## src/rtl/fetch_pc_if.sv

```systemverilog
`default_nettype none
// ============================================================================
// Module   : fetch_pc_if
// Brief    : Decode-to-fetch redirect bundle plus fetch PC / statistics outputs.
// Revision : 1.0 - initial release
// ============================================================================
interface fetch_pc_if;
  logic        stall;
  logic [31:0] d_pc;
  logic [2:0]  br_type;
  logic [1:0]  jmp_type;
  logic        eq;
  logic        eqz;
  logic        ltz;
  logic        gtz;
  logic [15:0] imm16;
  logic [25:0] idx26;
  logic [31:0] rs_val;
  logic [31:0] f_pc;
  logic        taken;
  logic [31:0] br_cnt;
  logic [31:0] taken_cnt;
  logic        f_adel;

  modport master (
    output stall, d_pc, br_type, jmp_type, eq, eqz, ltz, gtz, imm16, idx26, rs_val,
    input  f_pc, taken, br_cnt, taken_cnt, f_adel
  );

  modport slave (
    input  stall, d_pc, br_type, jmp_type, eq, eqz, ltz, gtz, imm16, idx26, rs_val,
    output f_pc, taken, br_cnt, taken_cnt, f_adel
  );
endinterface
`default_nettype wire

```

## src/rtl/fetch_pc.sv

```systemverilog
`default_nettype none
// ============================================================================
// Module   : fetch_pc
// Brief    : Fetch program counter with branch/jump redirect from D and
//            conditional-branch statistics. Optional fetch address check
//            enabled by macro FETCH_PC_ALIGN_CHECK_EN.
// Revision : 1.0 - initial release
// ============================================================================
module fetch_pc #(
  parameter logic [31:0] RESET_PC = 32'h0000_3000
) (
  input  logic       clk,
  input  logic       reset,
  fetch_pc_if.slave  bus
);

  logic [31:0] r_pc;
  logic [31:0] r_br_cnt;
  logic [31:0] r_taken_cnt;

  logic [31:0] w_pc_plus4;
  logic [31:0] w_d_pc_plus4;
  logic [31:0] w_br_off;
  logic [31:0] w_br_tgt;
  logic [31:0] w_j_tgt;
  logic [31:0] w_tgt;
  logic        w_br_cond;
  logic        w_taken;
  logic        w_count;

  assign w_pc_plus4   = r_pc + 32'd4;
  assign w_d_pc_plus4 = bus.d_pc + 32'd4;
  assign w_br_off     = {{14{bus.imm16[15]}}, bus.imm16, 2'b00};
  assign w_br_tgt     = w_d_pc_plus4 + w_br_off;
  assign w_j_tgt      = {w_d_pc_plus4[31:28], bus.idx26, 2'b00};

  // Codes 0 and 7 never satisfy a condition, so they behave as "no branch".
  always_comb begin
    w_br_cond = 1'b0;
    case (bus.br_type)
      3'd1:    w_br_cond = bus.eq;
      3'd2:    w_br_cond = ~bus.eq;
      3'd3:    w_br_cond = bus.ltz | bus.eqz;
      3'd4:    w_br_cond = bus.gtz;
      3'd5:    w_br_cond = bus.ltz;
      3'd6:    w_br_cond = ~bus.ltz;
      default: w_br_cond = 1'b0;
    endcase
  end

  // Jumps win over branches; reserved jump code 3 falls through to the branch path.
  always_comb begin
    w_taken = 1'b0;
    w_tgt   = w_br_tgt;
    case (bus.jmp_type)
      2'd1: begin
        w_taken = 1'b1;
        w_tgt   = w_j_tgt;
      end
      2'd2: begin
        w_taken = 1'b1;
        w_tgt   = bus.rs_val;
      end
      default: begin
        w_taken = w_br_cond;
        w_tgt   = w_br_tgt;
      end
    endcase
  end

  assign w_count = (bus.br_type != 3'd0) && (bus.br_type != 3'd7) && (bus.jmp_type == 2'd0);

  // A stalled redirect is simply dropped; D holds the instruction and re-presents it.
  always_ff @(posedge clk or posedge reset) begin
    if (reset) begin
      r_pc        <= RESET_PC;
      r_br_cnt    <= 32'd0;
      r_taken_cnt <= 32'd0;
    end else if (!bus.stall) begin
      r_pc <= w_taken ? w_tgt : w_pc_plus4;
      if (w_count) begin
        r_br_cnt <= r_br_cnt + 32'd1;
        if (w_br_cond) begin
          r_taken_cnt <= r_taken_cnt + 32'd1;
        end
      end
    end
  end

  assign bus.f_pc      = r_pc;
  assign bus.taken     = w_taken;
  assign bus.br_cnt    = r_br_cnt;
  assign bus.taken_cnt = r_taken_cnt;

`ifdef FETCH_PC_ALIGN_CHECK_EN
  localparam logic [31:0] c_ADDR_LO = 32'h0000_3000;
  localparam logic [31:0] c_ADDR_HI = 32'h0000_6FFC;

  assign bus.f_adel = ~reset & ((r_pc[1:0] != 2'b00) || (r_pc < c_ADDR_LO) || (r_pc > c_ADDR_HI));
`else
  assign bus.f_adel = 1'b0;
`endif

endmodule
`default_nettype wire

```

## src/flat_wrapper.sv

```systemverilog
// flat-port wrapper written by rule: the top's interface ports become plain ports
module fetch_pc_flat 
#(
  parameter logic [31:0] RESET_PC = 32'h0000_3000
)
  (clk, reset, bus_stall, bus_d_pc, bus_br_type, bus_jmp_type, bus_eq, bus_eqz, bus_ltz, bus_gtz, bus_imm16, bus_idx26, bus_rs_val, bus_f_pc, bus_taken, bus_br_cnt, bus_taken_cnt, bus_f_adel);
  fetch_pc_if bus_i ();
  input  logic clk;
  input  logic reset;
  input wire logic [$bits(bus_i.stall)-1:0] bus_stall;
  input wire logic [$bits(bus_i.d_pc)-1:0] bus_d_pc;
  input wire logic [$bits(bus_i.br_type)-1:0] bus_br_type;
  input wire logic [$bits(bus_i.jmp_type)-1:0] bus_jmp_type;
  input wire logic [$bits(bus_i.eq)-1:0] bus_eq;
  input wire logic [$bits(bus_i.eqz)-1:0] bus_eqz;
  input wire logic [$bits(bus_i.ltz)-1:0] bus_ltz;
  input wire logic [$bits(bus_i.gtz)-1:0] bus_gtz;
  input wire logic [$bits(bus_i.imm16)-1:0] bus_imm16;
  input wire logic [$bits(bus_i.idx26)-1:0] bus_idx26;
  input wire logic [$bits(bus_i.rs_val)-1:0] bus_rs_val;
  output wire logic [$bits(bus_i.f_pc)-1:0] bus_f_pc;
  output wire logic [$bits(bus_i.taken)-1:0] bus_taken;
  output wire logic [$bits(bus_i.br_cnt)-1:0] bus_br_cnt;
  output wire logic [$bits(bus_i.taken_cnt)-1:0] bus_taken_cnt;
  output wire logic [$bits(bus_i.f_adel)-1:0] bus_f_adel;
  assign bus_i.stall = bus_stall;
  assign bus_i.d_pc = bus_d_pc;
  assign bus_i.br_type = bus_br_type;
  assign bus_i.jmp_type = bus_jmp_type;
  assign bus_i.eq = bus_eq;
  assign bus_i.eqz = bus_eqz;
  assign bus_i.ltz = bus_ltz;
  assign bus_i.gtz = bus_gtz;
  assign bus_i.imm16 = bus_imm16;
  assign bus_i.idx26 = bus_idx26;
  assign bus_i.rs_val = bus_rs_val;
  assign bus_f_pc = bus_i.f_pc;
  assign bus_taken = bus_i.taken;
  assign bus_br_cnt = bus_i.br_cnt;
  assign bus_taken_cnt = bus_i.taken_cnt;
  assign bus_f_adel = bus_i.f_adel;
  fetch_pc #(.RESET_PC(RESET_PC)) u_core (.clk(clk), .reset(reset), .bus(bus_i));
endmodule
```

## config.mk

```make
export PLATFORM = sky130hd
export DESIGN_NAME = fetch_pc_flat
export DESIGN_NICKNAME = d
export VERILOG_FILES = /design/src/rtl/fetch_pc_if.sv /design/src/rtl/fetch_pc.sv /design/src/flat_wrapper.sv
export SDC_FILE = /design/constraint.sdc
export NUM_CORES = 1
export LEC_CHECK = 0
export CORE_ASPECT_RATIO = 0.6
export CORE_MARGIN = 3
export CORE_UTILIZATION = 53
export CTS_CLUSTER_DIAMETER = 100
export CTS_CLUSTER_SIZE = 24
export DETAILED_ROUTE_END_ITERATION = 10
export HOLD_SLACK_MARGIN = 0.12
export PLACE_DENSITY = 0.87
export SYNTH_ARGS = -nofsm -noshare
export SYNTH_HDL_FRONTEND = slang
export SYNTH_SLANG_ARGS = --single-unit
```

## constraint.sdc

```tcl
create_clock -name clk -period 8.05 [get_ports clk]
set_input_delay 1.61 -clock clk [delete_from_list [all_inputs] [get_ports clk]]
set_output_delay 1.61 -clock clk [all_outputs]
set_load 0.05 [all_outputs]
```

Word level (Yosys, flattened, before mapping)
Index checks and enable logic that the tools add are counted.
{"block": "word_totals", "latchBits": 0, "out_inout_bits": 98, "in_bits": 118, "n_memories": 0, "rom_bits": 0, "ram_bits": 0, "elab_cells": 32, "register_bits": 96}
{"block": "op_classes", "bitwise": 4, "eq_ne": 9, "shift": 0, "addsub": 5, "n_mul": 0, "div": 0, "order_cmp": 0, "reduce_logical": 7, "muxes": 4}
{"cell": "adder 32 x 1 -> 32 bit, second input constant", "n": 2}
{"cell": "adder 32 x 3 -> 32 bit, second input constant", "n": 2}
{"cell": "one-hot mux 32 bit (2 select lines)", "n": 1}
{"cell": "adder 32 bit", "n": 1}
{"cell": "two-way mux 32 bit", "n": 1}
{"cell": "== test 3 bit, second input constant", "n": 3}
{"cell": "== test 3 x 2 -> 1 bit, second input constant", "n": 2}
{"cell": "one-hot mux 1 bit (6 select lines)", "n": 1}
{"cell": "== test 3 x 1 -> 1 bit, second input constant", "n": 1}
{"cell": "!= test 3 bit, second input constant", "n": 1}
{"cell": "inverter 1 bit", "n": 3}
{"cell": "AND reduction 3 bit", "n": 1}
{"cell": "nonzero test 3 bit", "n": 1}
{"cell": "== test 2 x 1 -> 1 bit, second input constant", "n": 1}
{"cell": "== test 2 bit, second input constant", "n": 1}
{"cell": "logical AND 1 bit", "n": 2}
{"cell": "zero test 2 bit", "n": 1}
{"cell": "AND reduction 2 bit", "n": 1}
{"cell": "OR reduction 2 bit", "n": 1}
{"cell": "two-way mux 1 bit", "n": 1}
{"cell": "bitwise OR 1 bit", "n": 1}

Longest topological paths before layout
Gate-level depths: netlist (run 1).
{"block": "logic_depth", "word_depth": 4, "ltp_mapped": 16, "ltp_nobuf": 16}

Worst setup path after synthesis (run 1)
Ideal clock, no wire load.
{"block": "synth_path", "path_kind": "in2out", "from": "in bus_jmp_type[0]", "to": "out bus_taken", "n_path_buf": 2, "stages": 6, "path_slack_ns": 3.320, "arrival_time_ns": 3.120, "required_time_ns": 6.440, "cell_sequence": "inv_1 > ha_1 > clkbuf_1 > nor3_1 > clkinv_1 > clkbuf_1"}
{"block": "synth_via", "elab_chain_len": 3, "word_cells_on_any_way": 4, "cone_classes": "eq/ne: 2; mux: 1; reduce/logical: 1"}
{"element": "from (decl)", "line": "flat_wrapper.sv:13", "rtl": "input wire logic [$bits(bus_i.jmp_type)-1:0] bus_jmp_type;"}
{"element": "== test 2 x 1 -> 1 bit or == test 2 bit (tied branches)", "line": "fetch_pc.sv:55", "rtl": "case (bus.jmp_type)"}
{"element": "OR reduction 2 bit (no line) (*)"}
{"element": "two-way mux 1 bit (*)", "line": "fetch_pc.sv:55"}
{"element": "to (decl)", "line": "flat_wrapper.sv:22", "rtl": "output wire logic [$bits(bus_i.taken)-1:0] bus_taken;"}
Every way passes the cells marked *; elsewhere a longest branch is shown, timed or not.

Worst setup path in the final report (run 1)
Ends and elaborated chain as after synthesis.

==> results of run 1 <==
[worst max-delay path, cell delays in order]
cell and delay [ps]:
clkdlybuf4s50_1 490, inv_1 60, ha_1 650, nor3_2 290, buf_4 350, clkinv_1 570
clkdlybuf4s50_1 900
[worst paths after layout]
check | startpoint | slack (ps) | end | cells past startpoint
max | bus_jmp_type[0] | 1500 | bus_taken | 7
min | u_core.bus.taken_cnt[31]$_DFFE_PP0P_ | 490 | u_core.bus.taken_cnt[31]$_DFFE_PP0P_ | 1
max reg2reg | u_core.bus.f_pc[3]$_DFFE_PP0N_ | 5160 | u_core.bus.f_pc[30]$_DFFE_PP0N_ | 9
min reg2reg | u_core.bus.taken_cnt[31]$_DFFE_PP0P_ | 490 | u_core.bus.taken_cnt[31]$_DFFE_PP0P_ | 1
max in group asynchronous | reset | 5220 | u_core.bus.taken_cnt[0]$_DFFE_PP0P_ | 3
min in group asynchronous | reset | 1650 | u_core.bus.br_cnt[19]$_DFFE_PP0P_ | 2
[cell families after synthesis]
logic type               synth area share
AND/OR/NAND/NOR                     0.231
AO/OA/AOI/OAI                       0.204
buffers and inverters              0.0328
other                            0.000498
multiplexers                       0.0150
XOR/XNOR                            0.127
flip-flops                          0.320
adder cells (fa/ha/maj)            0.0708
[flip-flops by register name (all words and copies together), names as in the netlist]
register	cells
u_core.bus.f_pc	32
u_core.bus.taken_cnt	32
u_core.bus.br_cnt	32
[routing by layer]
layer,wire (um),GRT usage,up-vias
li1,-,-,3681
met1,11400,0.478,3734
met2,10300,0.448,450
met3,2980,0.0899,58
met4,534,0.0760,0
met5,0,0,-
[through the flow]
step	worst slack [ps]	instance area (um2)	util	hold slack [ps]	instances
after floorplan	3320	7520	-	686	885
after global placement	1720	9830	0.715	455	1265
after detailed placement	1640	9830	0.715	479	1265
after CTS	1580	10200	0.739	489	1281
after global routing	1370	10200	0.739	511	1281
final	1500	10200	0.739	486	1281
[area by class of cell]
| cell class | instances | area share |
|---|---|---|
| multi-input cells | 728 | 0.481 |
| flip-flops and latches | 96 | 0.237 |
| repair buffers | 221 | 0.216 |
| well taps | 192 | 0.0237 |
| clock buffers | 9 | 0.0222 |
| inverters | 28 | 0.0105 |
| clock inverters | 7 | 0.00998 |
[synthesized netlist by cell type, types with 4 or more instances]
library cell   n  area [um2]
dfrtp_1       94        2350
nand2_1       77         289
nor2_1        75         282
xnor2_1       75         657
a21oi_1       73         365
o21ai_0       54         270
nand3_1       46         230
ha_1          41         513
nand4_1       38         238
xor2_1        31         272
inv_1         26        97.6
a221oi_1      22         193
clkbuf_1      21        78.8
and3_1        20         125
nor3_1        17        85.1
and4_1        11        96.3
a31oi_1        9        56.3
mux2i_1        9        90.1
a21o_1         8        60.1
and2_1         8        50.1
nand2b_1       8        50.1
or2_2          7        43.8
nor4_1         6        37.5
buf_2          5        25.0
o21bai_1       5        37.5
a211oi_1       4        30.0
a22oi_1        4        30.0
buf_1          4        15.0
o221a_2        4        45.0
o22ai_1        4        25.0
[power breakdown]
| group | switching (uW) | total (uW) | leakage (uW) | internal (uW) |
|---|---|---|---|---|
| Clock | 212 | 464 | 0.000155 | 251 |
| Sequential | 86.7 | 626 | 0.00122 | 539 |
| Combinational | 477 | 767 | 0.00278 | 290 |
| Total | 776 | 1860 | 0.00415 | 1080 |
==> key figures, run 1 <==
Logic synthesis
  • Net Count, Synth: 1045
  • Distinct cells, synth: 81
  • Ys flop type: dfrtp_1
  • Post-synth design cell area: 0.00752 mm2
  • Post-Synthesis Cells: 885
  • Mean Syn Cell Area: 8.50 um2
  • Warnings from Yosys: 0
  • Yosys reg bits: 96
  • Post-synth EDFFs: 0
  • Part of the Yosys area used for sequential elements: 0.320
  • FFs w/ async S/R, synth: 1.00

Floorplan
  • CORE AREA: 0.0137 mm2
  • Initial cell density of the core: 0.547
  • Die H: 98.3 um
  • I/O Pins: 216
  • FP Rows: 33
  • Die area: 0.0157 mm2
  • Die width: 160 um

STA
  • Slew headroom: 0.401
  • Final period util: 0.813
  • Setup-failing EPs final: 0
  • RSZ-0062 raised after global routing: no
  • Fin crit period: 6550 ps
  • Fin. max-slew vios: 0
  • Slew of the pin with the lowest slew margin: 898 ps
  • FMAX: 0.153 GHz
  • Final setup TNS: 0 ps
  • Skew final: 14.5 ps
  • Final Hold Fails: 0

Place
  • Post-DP HPWL: 20000 um
  • GP Congestion: 0.967
  • Port bufs: 214

Clock network
  • H-tree levels: 3
  • Root Driver: clkbuf_16
  • CTS buffer count: 9
  • Worst skew pair latency: 350 ps
  • # clock sinks: 96
  • CTS tree: built
  • Hold buffers post-CTS: 0
  • PostCTS Resize Cnt: 0
  • Post-CTS setup buffers: 0
  • Clock Path Buffers: 2
  • Reg clk slew, reported paths: 80 ps

Pwr
  • Worst supply voltage drop on vdd: 151 uV
  • Leak: 0.00415 uW
  • Total power: 1860 uW
  • Power per cell area: 183 mW/mm2

Global routing
  • GRT Util Overall: 0.317
  • Largest net degree at the start of global routing: 58
  • Vias in the first global route: 7408
  • GRT Residual Overflow: 0
  • Global-route wire length before repair: 40200 um
  • Antenna violations before repair: 0

Cells and area
  • N_diodes: 0
  • Fill cells: 1018
  • # nets final: 1244
  • Multi-input gate area: 0.00488 mm2
  • Area Growth Syn to Fin: 35.0%
  • Most frequent cells in the layout: 214 x clkdlybuf4s50_1, 94 x dfrtp_1, 77 x nand2_1
  • Commonest non-fill, non-tap cell in the layout: clkdlybuf4s50_1
  • Register area: 0.00240 mm2
  • Layout cell share with drive strength beyond 1: 0.0579

Outcome
  • Status: finished, final reports clean

Route
  • Number of routed nets with antenna violations: 0
  • DR vias/cell: 6.19
  • Drt initial violations: 1028
  • Wire length per cell: 19.7 um
  • Routed WL: 25200 um
  • DRT Pass-1 Iters: 5
  • DRC: 0
  • Via count: 7923

Flow run
  • MaxCap Viol Count: 0

Setup path
  • Crit Path Max Fanout: 32
  • Critical path capture point type: output pin
  • Data required time of the worst path: 6440 ps
  • CP Data Arrival Time: 4940 ps
  • Crit Path Class: input pin to output pin
  • Startpoint Class: input pin

Min path
  • Min-delay worst type: flip-flop to flip-flop
Note: power is estimated with default switching activity, not from simulation.
==> run 2, diff against run 1 <==
--- a/config.mk
+++ b/config.mk
@@ -7,12 +7,12 @@
 export LEC_CHECK = 0
 export CORE_ASPECT_RATIO = 0.6
 export CORE_MARGIN = 3
-export CORE_UTILIZATION = 53
+export CORE_UTILIZATION = 49
 export CTS_CLUSTER_DIAMETER = 100
 export CTS_CLUSTER_SIZE = 24
 export DETAILED_ROUTE_END_ITERATION = 10
 export HOLD_SLACK_MARGIN = 0.12
-export PLACE_DENSITY = 0.87
+export PLACE_DENSITY = 0.81
 export SYNTH_ARGS = -nofsm -noshare
 export SYNTH_HDL_FRONTEND = slang
 export SYNTH_SLANG_ARGS = --single-unit
==> constraint.sdc (replaced) <==
create_clock -name clk -period 6.2 [get_ports clk]
set_input_delay 1.24 -clock clk [delete_from_list [all_inputs] [get_ports clk]]
set_output_delay 1.24 -clock clk [all_outputs]
set_load 0.05 [all_outputs]
==> key figures, run 2 (same netlist as run 1, synthesis figures left out) <==
Cells and area
  • Most frequent cells in the layout: 213 x clkdlybuf4s50_1, 94 x dfrtp_1, 77 x nand2_1
  • # nets final: 1245 (+0.080%)
  • Layout cell share with drive strength beyond 1: 0.0596 (+0.00178)
  • Area Growth Syn to Fin: 34.8%
  • Fill cells: 1220 (+20%)
  • N_diodes: 0 (unchanged)
  • Commonest non-fill, non-tap cell in the layout: clkdlybuf4s50_1
  • Final Core Density: 0.687 (-0.0515)

Setup path
  • Slowest cell on the critical path: clkdlybuf4s50_1
  • Crit path largest cell delay: 530 ps (-370 ps)
  • Crit Path Max Fanout: 10 (-69%)
  • Data required time of the worst path: 6400 ps (-40 ps)
  • R2R setup slack: 3530 ps (-1630 ps)
  • Critical path capture point type: flip-flop
  • Crit Path Class: input pin to flip-flop
  • CP Cell Sequence: clkdlybuf4s50_1, and3_1, nand3_1, nor2_1, nand3_1, xnor2_1, ha_1, nand4_1, nor3_1, nand3_1, a31oi_1, or4b_1, and4_1, o21ai_0, a21boi_0
  • Startpoint Class: input pin
  • CP Launch Point: bus_d_pc[4]
  • Worst R2R Start: u_core.bus.f_pc[3]$_DFFE_PP0N_
  • Most used cell along the critical path: nand3_1
  • CP Data Arrival Time: 5310 ps (+370 ps)

Global routing
  • Gr busiest metal: met1
  • Met2 GRT Util: 0.400 (-0.0476)
  • Antenna violations before repair: 0 (unchanged)
  • GRT Residual Overflow: 0 (unchanged)
  • Largest net degree at the start of global routing: 58 (unchanged)
  • Met1 usage in global routing: 0.417 (-0.0616)
  • Vias in the first global route: 7019 (-5.3%)
  • Global-route wire length before repair: 37200 um (-7.3%)
  • GR Util met3: 0.0607 (-0.0292)
  • GRT Util Overall: 0.272 (-0.0448)

Pwr
  • Leak: 0.00415 uW (-0.15%)
  • Total power: 2340 uW (+26%)
  • Power per cell area: 231 mW/mm2 (+26%)
  • Worst supply voltage drop on vdd: 173 uV (+15%)

Floorplan
  • FP Rows: 34 (+3.0%)
  • I/O Pins: 216 (unchanged)
  • Initial cell density of the core: 0.510 (-0.0375)
  • Die area: 0.0169 mm2 (+7.8%)
  • Die width: 166 um (+3.9%)
  • Die H: 102 um (+3.8%)
  • CORE AREA: 0.0148 mm2 (+7.4%)

Clock network
  • # clock sinks: 96 (unchanged)
  • Root Driver: clkbuf_16
  • Post-CTS setup buffers: 0 (unchanged)
  • Clock Path Buffers: 2 (unchanged)
  • CTS tree: built
  • PostCTS Resize Cnt: 0 (unchanged)
  • Worst skew pair latency: 330 ps (-20 ps)
  • CTS buffer count: 9 (unchanged)
  • Reg clk slew, reported paths: 70 ps (about the same)
  • H-tree levels: 3 (unchanged)
  • Hold buffers post-CTS: 0 (unchanged)

Flow run
  • MaxCap Viol Count: 0 (unchanged)

STA
  • Setup-failing EPs final: 0 (unchanged)
  • Slew headroom: 0.231 (-0.170)
  • RSZ-0062 raised after global routing: no
  • Final Hold Fails: 0 (unchanged)
  • Slew of the pin with the lowest slew margin: 1150 ps (+256 ps)
  • Fin crit period: 5110 ps
  • FMAX: 0.196 GHz
  • Min Hold Slack: 471 ps (-14.9 ps)
  • Final setup TNS: 0 ps (unchanged)
  • Final period util: 0.824
  • Fin. max-slew vios: 0 (unchanged)
  • Skew final: 11.6 ps (-2.82 ps)

Place
  • Port bufs: 214 (unchanged)
  • GP Congestion: 0.929 (-4.0%)
  • Post-DP HPWL: 18800 um (-6.0%)

Outcome
  • Status: finished, final reports clean

Route
  • DR vias/cell: 5.98 (-3.4%)
  • Drt initial violations: 651 (-37%)
  • Routed WL: 23700 um (-5.8%)
  • Number of routed nets with antenna violations: 0 (unchanged)
  • DRT Pass-1 Iters: 5 (unchanged)
  • DRC: 0 (unchanged)
  • Wire length per cell: 18.4 um (-6.3%)
  • Via count: 7697 (-2.9%)

Min path
  • Min-delay worst type: flip-flop to flip-flop
  • Hold Path Origin: u_core.bus.taken_cnt[31]$_DFFE_PP0P_
[run 2: cell count changes in the layout (fill, tap and decap cells not counted)]
cell and delta:
bufinv_16 -1, inv_8 -1, buf_4 +2, clkinv_8 -1, inv_6 +1, clkinv_2 -1
clkdlybuf4s50_1 -1, inv_4 +1, clkinv_4 +1, clkbuf_8 +1
[run 2: where the power goes]
part | leakage (uW) | internal, uW | total (uW) | switching [uW]
logic | 0.00278 | 376 | 979 | 603
registers | 0.00122 | 700 | 810 | 111
clock network | 0.000144 | 292 | 550 | 257
[run 2: metal layers]
layer	up-vias	part of all wire
met1	3646	0.49
met2	355	0.41
met5	-	0
li1	3677	-
met4	0	0.0097
met3	19	0.085
[run 2: worst paths after layout]
kind	endpoint	depth (start not counted)
worst min-delay path	u_core.bus.taken_cnt[31]$_DFFE_PP0P_	1
worst min register to register	u_core.bus.taken_cnt[31]$_DFFE_PP0P_	1
worst max register to register	u_core.bus.f_pc[28]$_DFFE_PP0N_	8
worst max-delay path	u_core.bus.f_pc[28]$_DFFE_PP0N_	15
max in group asynchronous	u_core.bus.taken_cnt[0]$_DFFE_PP0P_	3
min in group asynchronous	u_core.bus.br_cnt[20]$_DFFE_PP0P_	2
[run 2: layout make-up]
class                   instances  area (um2)  share of cell area
clock inverters                 6        61.3             0.00604
inverters                      28         108              0.0106
multi-input cells             728        4880               0.482
well taps                     198         248              0.0244
flip-flops and latches         96        2400               0.237
repair buffers                222        2200               0.217
clock buffers                  10         239              0.0236
[run 2: stage by stage]
stage / cell area, um2 / cells / setup slack (ps)
after global routing: 10100 / 1288 / 812
final: 10100 / 1288 / 1090
after global placement: 9840 / 1272 / 885
after detailed placement: 9840 / 1272 / 875
after floorplan: 7520 / 885 / 2020
after CTS: 10100 / 1288 / 1230
[run 2: critical path: cells and delay by family]
family | cells | cell delay (ps)
fa+ha+maj | 1 | 450
buf+inv | 1 | 530
simple gates | 9 | 2350
compound gates | 3 | 600
xor+xnor | 1 | 140
==> run 3, diff against run 2 <==
--- a/config.mk
+++ b/config.mk
@@ -7,12 +7,12 @@
 export LEC_CHECK = 0
 export CORE_ASPECT_RATIO = 0.6
 export CORE_MARGIN = 3
-export CORE_UTILIZATION = 49
+export CORE_UTILIZATION = 44
 export CTS_CLUSTER_DIAMETER = 100
 export CTS_CLUSTER_SIZE = 24
 export DETAILED_ROUTE_END_ITERATION = 10
 export HOLD_SLACK_MARGIN = 0.12
-export PLACE_DENSITY = 0.81
+export PLACE_DENSITY = 0.77
 export SYNTH_ARGS = -nofsm -noshare
 export SYNTH_HDL_FRONTEND = slang
 export SYNTH_SLANG_ARGS = --single-unit
==> constraint.sdc (replaced) <==
create_clock -name clk -period 4.3 [get_ports clk]
set_input_delay 0.86 -clock clk [delete_from_list [all_inputs] [get_ports clk]]
set_output_delay 0.86 -clock clk [all_outputs]
set_load 0.05 [all_outputs]
==> key figures, run 3 (same netlist as run 1, synthesis figures left out) <==
Outcome
  • Status: finished, final reports clean

Cells and area
  • Multi-input gate area: 0.00496 mm2 (+1.5%)
  • Register area: 0.00240 mm2 (unchanged)
  • Most frequent cells in the layout: 213 x clkdlybuf4s50_1, 94 x dfrtp_1, 92 x buf_4
  • # nets final: 1329 (+6.7%)
  • N_diodes: 0 (unchanged)
  • Commonest non-fill, non-tap cell in the layout: clkdlybuf4s50_1
  • Area Growth Syn to Fin: 44.9%
  • Layout cell share with drive strength beyond 1: 0.138 (+0.0784)
  • Fill cells: 1391 (+14%)

Route
  • Drt initial violations: 879 (+35%)
  • Wl on met1: 12400 um (+6.6%)
  • DRT Pass-1 Iters: 6 (+1)
  • Routed WL: 25800 um (+8.5%)
  • DR vias/cell: 5.74 (-4.0%)
  • DRC: 0 (unchanged)
  • Number of routed nets with antenna violations: 0 (unchanged)
  • Via count: 8044 (+4.5%)
  • Routed wl met3: 2410 um (+20%)
  • Wire length per cell: 18.4 um (-0.28%)
  • Highest Signal Layer: met4
  • Routed length on met2: 10600 um (+8.1%)

STA
  • Final period util: 0.963
  • Slew of the pin with the lowest slew margin: 1020 ps (-130 ps)
  • Slew headroom: 0.317 (+0.0868)
  • Fin. max-slew vios: 0 (unchanged)
  • Fin crit period: 4140 ps
  • Setup-failing EPs final: 0 (unchanged)
  • Skew final: 16.9 ps (+5.31 ps)
  • Min Hold Slack: 497 ps (+26.7 ps)
  • FMAX: 0.242 GHz
  • Final Hold Fails: 0 (unchanged)
  • Final setup TNS: 0 ps (unchanged)

Floorplan
  • Die width: 175 um (+5.3%)
  • I/O Pins: 216 (unchanged)
  • Initial cell density of the core: 0.456 (-0.0533)
  • Die area: 0.0188 mm2 (+11%)
  • CORE AREA: 0.0165 mm2 (+12%)
  • FP Rows: 36 (+5.9%)
  • Die H: 107 um (+5.2%)

Min path
  • WHS Path Cells: 1 (unchanged)
  • Hold endpoint: u_core.bus.br_cnt[30]$_DFFE_PP0P_
  • Min-delay worst type: flip-flop to flip-flop
  • Hold Path Origin: u_core.bus.br_cnt[30]$_DFFE_PP0P_

Setup path
  • Data required time of the worst path: 4510 ps (-1890 ps)
  • Crit path largest cell delay: 490 ps (-40 ps)
  • Crit Path Max Fanout: 5 (-5)
  • Slowest cell on the critical path: clkdlybuf4s50_1
  • Worst R2R Start: u_core.bus.f_pc[2]$_DFFE_PP0N_
  • R2R setup slack: 1610 ps (-1920 ps)
  • CP Cell Sequence: clkdlybuf4s50_1, and3_4, nand3_1, buf_4, or2_2, inv_1, nand2_1, nor2_2, xor2_1, ha_1, nand4_1, nor2_1, a2bb2oi_2, o41ai_2, o211a_1, or3_1, nand3_1, a21oi_1
  • Crit Path Class: input pin to flip-flop
  • CP Data Arrival Time: 4350 ps (-960 ps)
  • Startpoint Class: input pin
  • Critical path capture point type: flip-flop
  • R2r endpoint: u_core.bus.f_pc[28]$_DFFE_PP0N_
  • Most used cell along the critical path: nand3_1
  • Worst Reg2Reg Path Length in Cells: 8 (unchanged)

Pwr
  • Leak: 0.00459 uW (+11%)
  • Seq pwr share: 0.329 (-0.017)
  • Worst supply voltage drop on vdd: 203 uV (+17%)
  • Clock power frac: 0.231 (-0.004)
  • Int Power: 2040 uW (+49%)
  • Power per cell area: 324 mW/mm2 (+40%)
  • Switching pwr: 1480 uW (+53%)
  • Sw Share: 0.421 (+0.00565)
  • Comb pwr share: 0.440 (+0.021)

Global routing
  • Largest net degree at the start of global routing: 55 (-5.2%)
  • Antenna violations before repair: 0 (unchanged)
  • GRT Util Overall: 0.264 (-0.00806)
  • GRT Residual Overflow: 0 (unchanged)
  • Global-route wire length before repair: 39700 um (+6.6%)
  • Vias in the first global route: 7305 (+4.1%)

Flow run
  • MaxCap Viol Count: 0 (unchanged)

Clock network
  • Worst skew pair latency: 350 ps (+20 ps)
  • CTS buffer count: 9 (unchanged)
  • Root Driver: clkbuf_16
  • Reg clk slew, reported paths: 80 ps (about the same)
  • Clock Path Buffers: 2 (unchanged)
  • CTS tree: built
  • Hold buffers post-CTS: 0 (unchanged)
  • # clock sinks: 96 (unchanged)
  • H-tree levels: 3 (unchanged)

Place
  • Post-DP HPWL: 20600 um (+9.4%)
  • GP Congestion: 0.962 (+3.6%)
  • Port bufs: 214 (unchanged)
## run 3: cell types whose count changed in the layout (fill, tap and decap cells not counted), sizes merged
| cell | previous run | this run |
|---|---|---|
| clkinv | 5 | 6 |
| clkinvlp | 1 | 0 |
| inv | 28 | 29 |
| buf | 9 | 93 |
| clkbuf | 10 | 9 |
## run 3: how the worst max path moves through the flow
stage          slack, ps  cells after the start                              end    startpoint
6_report             160                     18  u_core.bus.f_pc[30]$_DFFE_PP0N_   bus_d_pc[4]
5_1_grt              -40                     18  u_core.bus.f_pc[30]$_DFFE_PP0N_   bus_d_pc[5]
4_1_cts               50                     16  u_core.bus.f_pc[25]$_DFFE_PP0N_   bus_d_pc[5]
3_5_place_dp        -280                     15  u_core.bus.f_pc[25]$_DFFE_PP0N_  bus_d_pc[10]
3_3_place_gp        -210                     15  u_core.bus.f_pc[25]$_DFFE_PP0N_  bus_d_pc[10]
2_1_floorplan        500                     15  u_core.bus.f_pc[28]$_DFFE_PP0N_   bus_d_pc[5]
## run 3: through the flow
stage	cells	setup WS, ps	cell area, um2	util	total power (uW)
floorplan	885	505	7520	-	2040
global placement	1384	-209	10500	0.637	2660
detailed placement	1384	-277	10500	0.637	2690
CTS	1400	52.9	10800	0.656	3500
global route	1402	-35.6	10900	0.661	3680
finish	1402	159	10900	0.661	3530
## run 3: per-layer routing
layer,track usage,vias up
met4,0.0415,0
met2,0.366,386
li1,-,3829
met3,0.0613,27
met1,0.417,3802
met5,0,-
## run 3: final cells by class
cell class	instances	area share
Timing Repair Buffer	306	0.261
Clock inverter	7	0.00746
Sequential cell	96	0.221
Tap cell	228	0.0262
Clock buffer	9	0.0207
Inverter	28	0.00975
Multi-Input combinational cell	728	0.455
## run 3: worst max-delay path: cells and delay by family
family          cells  cell delay (ps)
buf+inv             3              770
fa+ha+maj           1              300
simple gates        9             1610
xor+xnor            1              200
compound gates      4              600
## run 3: power by group through the flow
stage / Clock, uW / Sequential, uW / Combinational (uW)
floorplan: 0 / 1500 / 535
global placement: 0 / 1170 / 1500
detailed placement: 0 / 1170 / 1510
CTS: 826 / 1160 / 1520
global route: 862 / 1180 / 1640
finish: 815 / 1160 / 1550
## run 3: timing repair
item / 4_1_cts / 5_1_grt
buffers inserted: 0 / 2
endpoints found under the setup margin: 0 / 14
gates resized for setup: 0 / 18
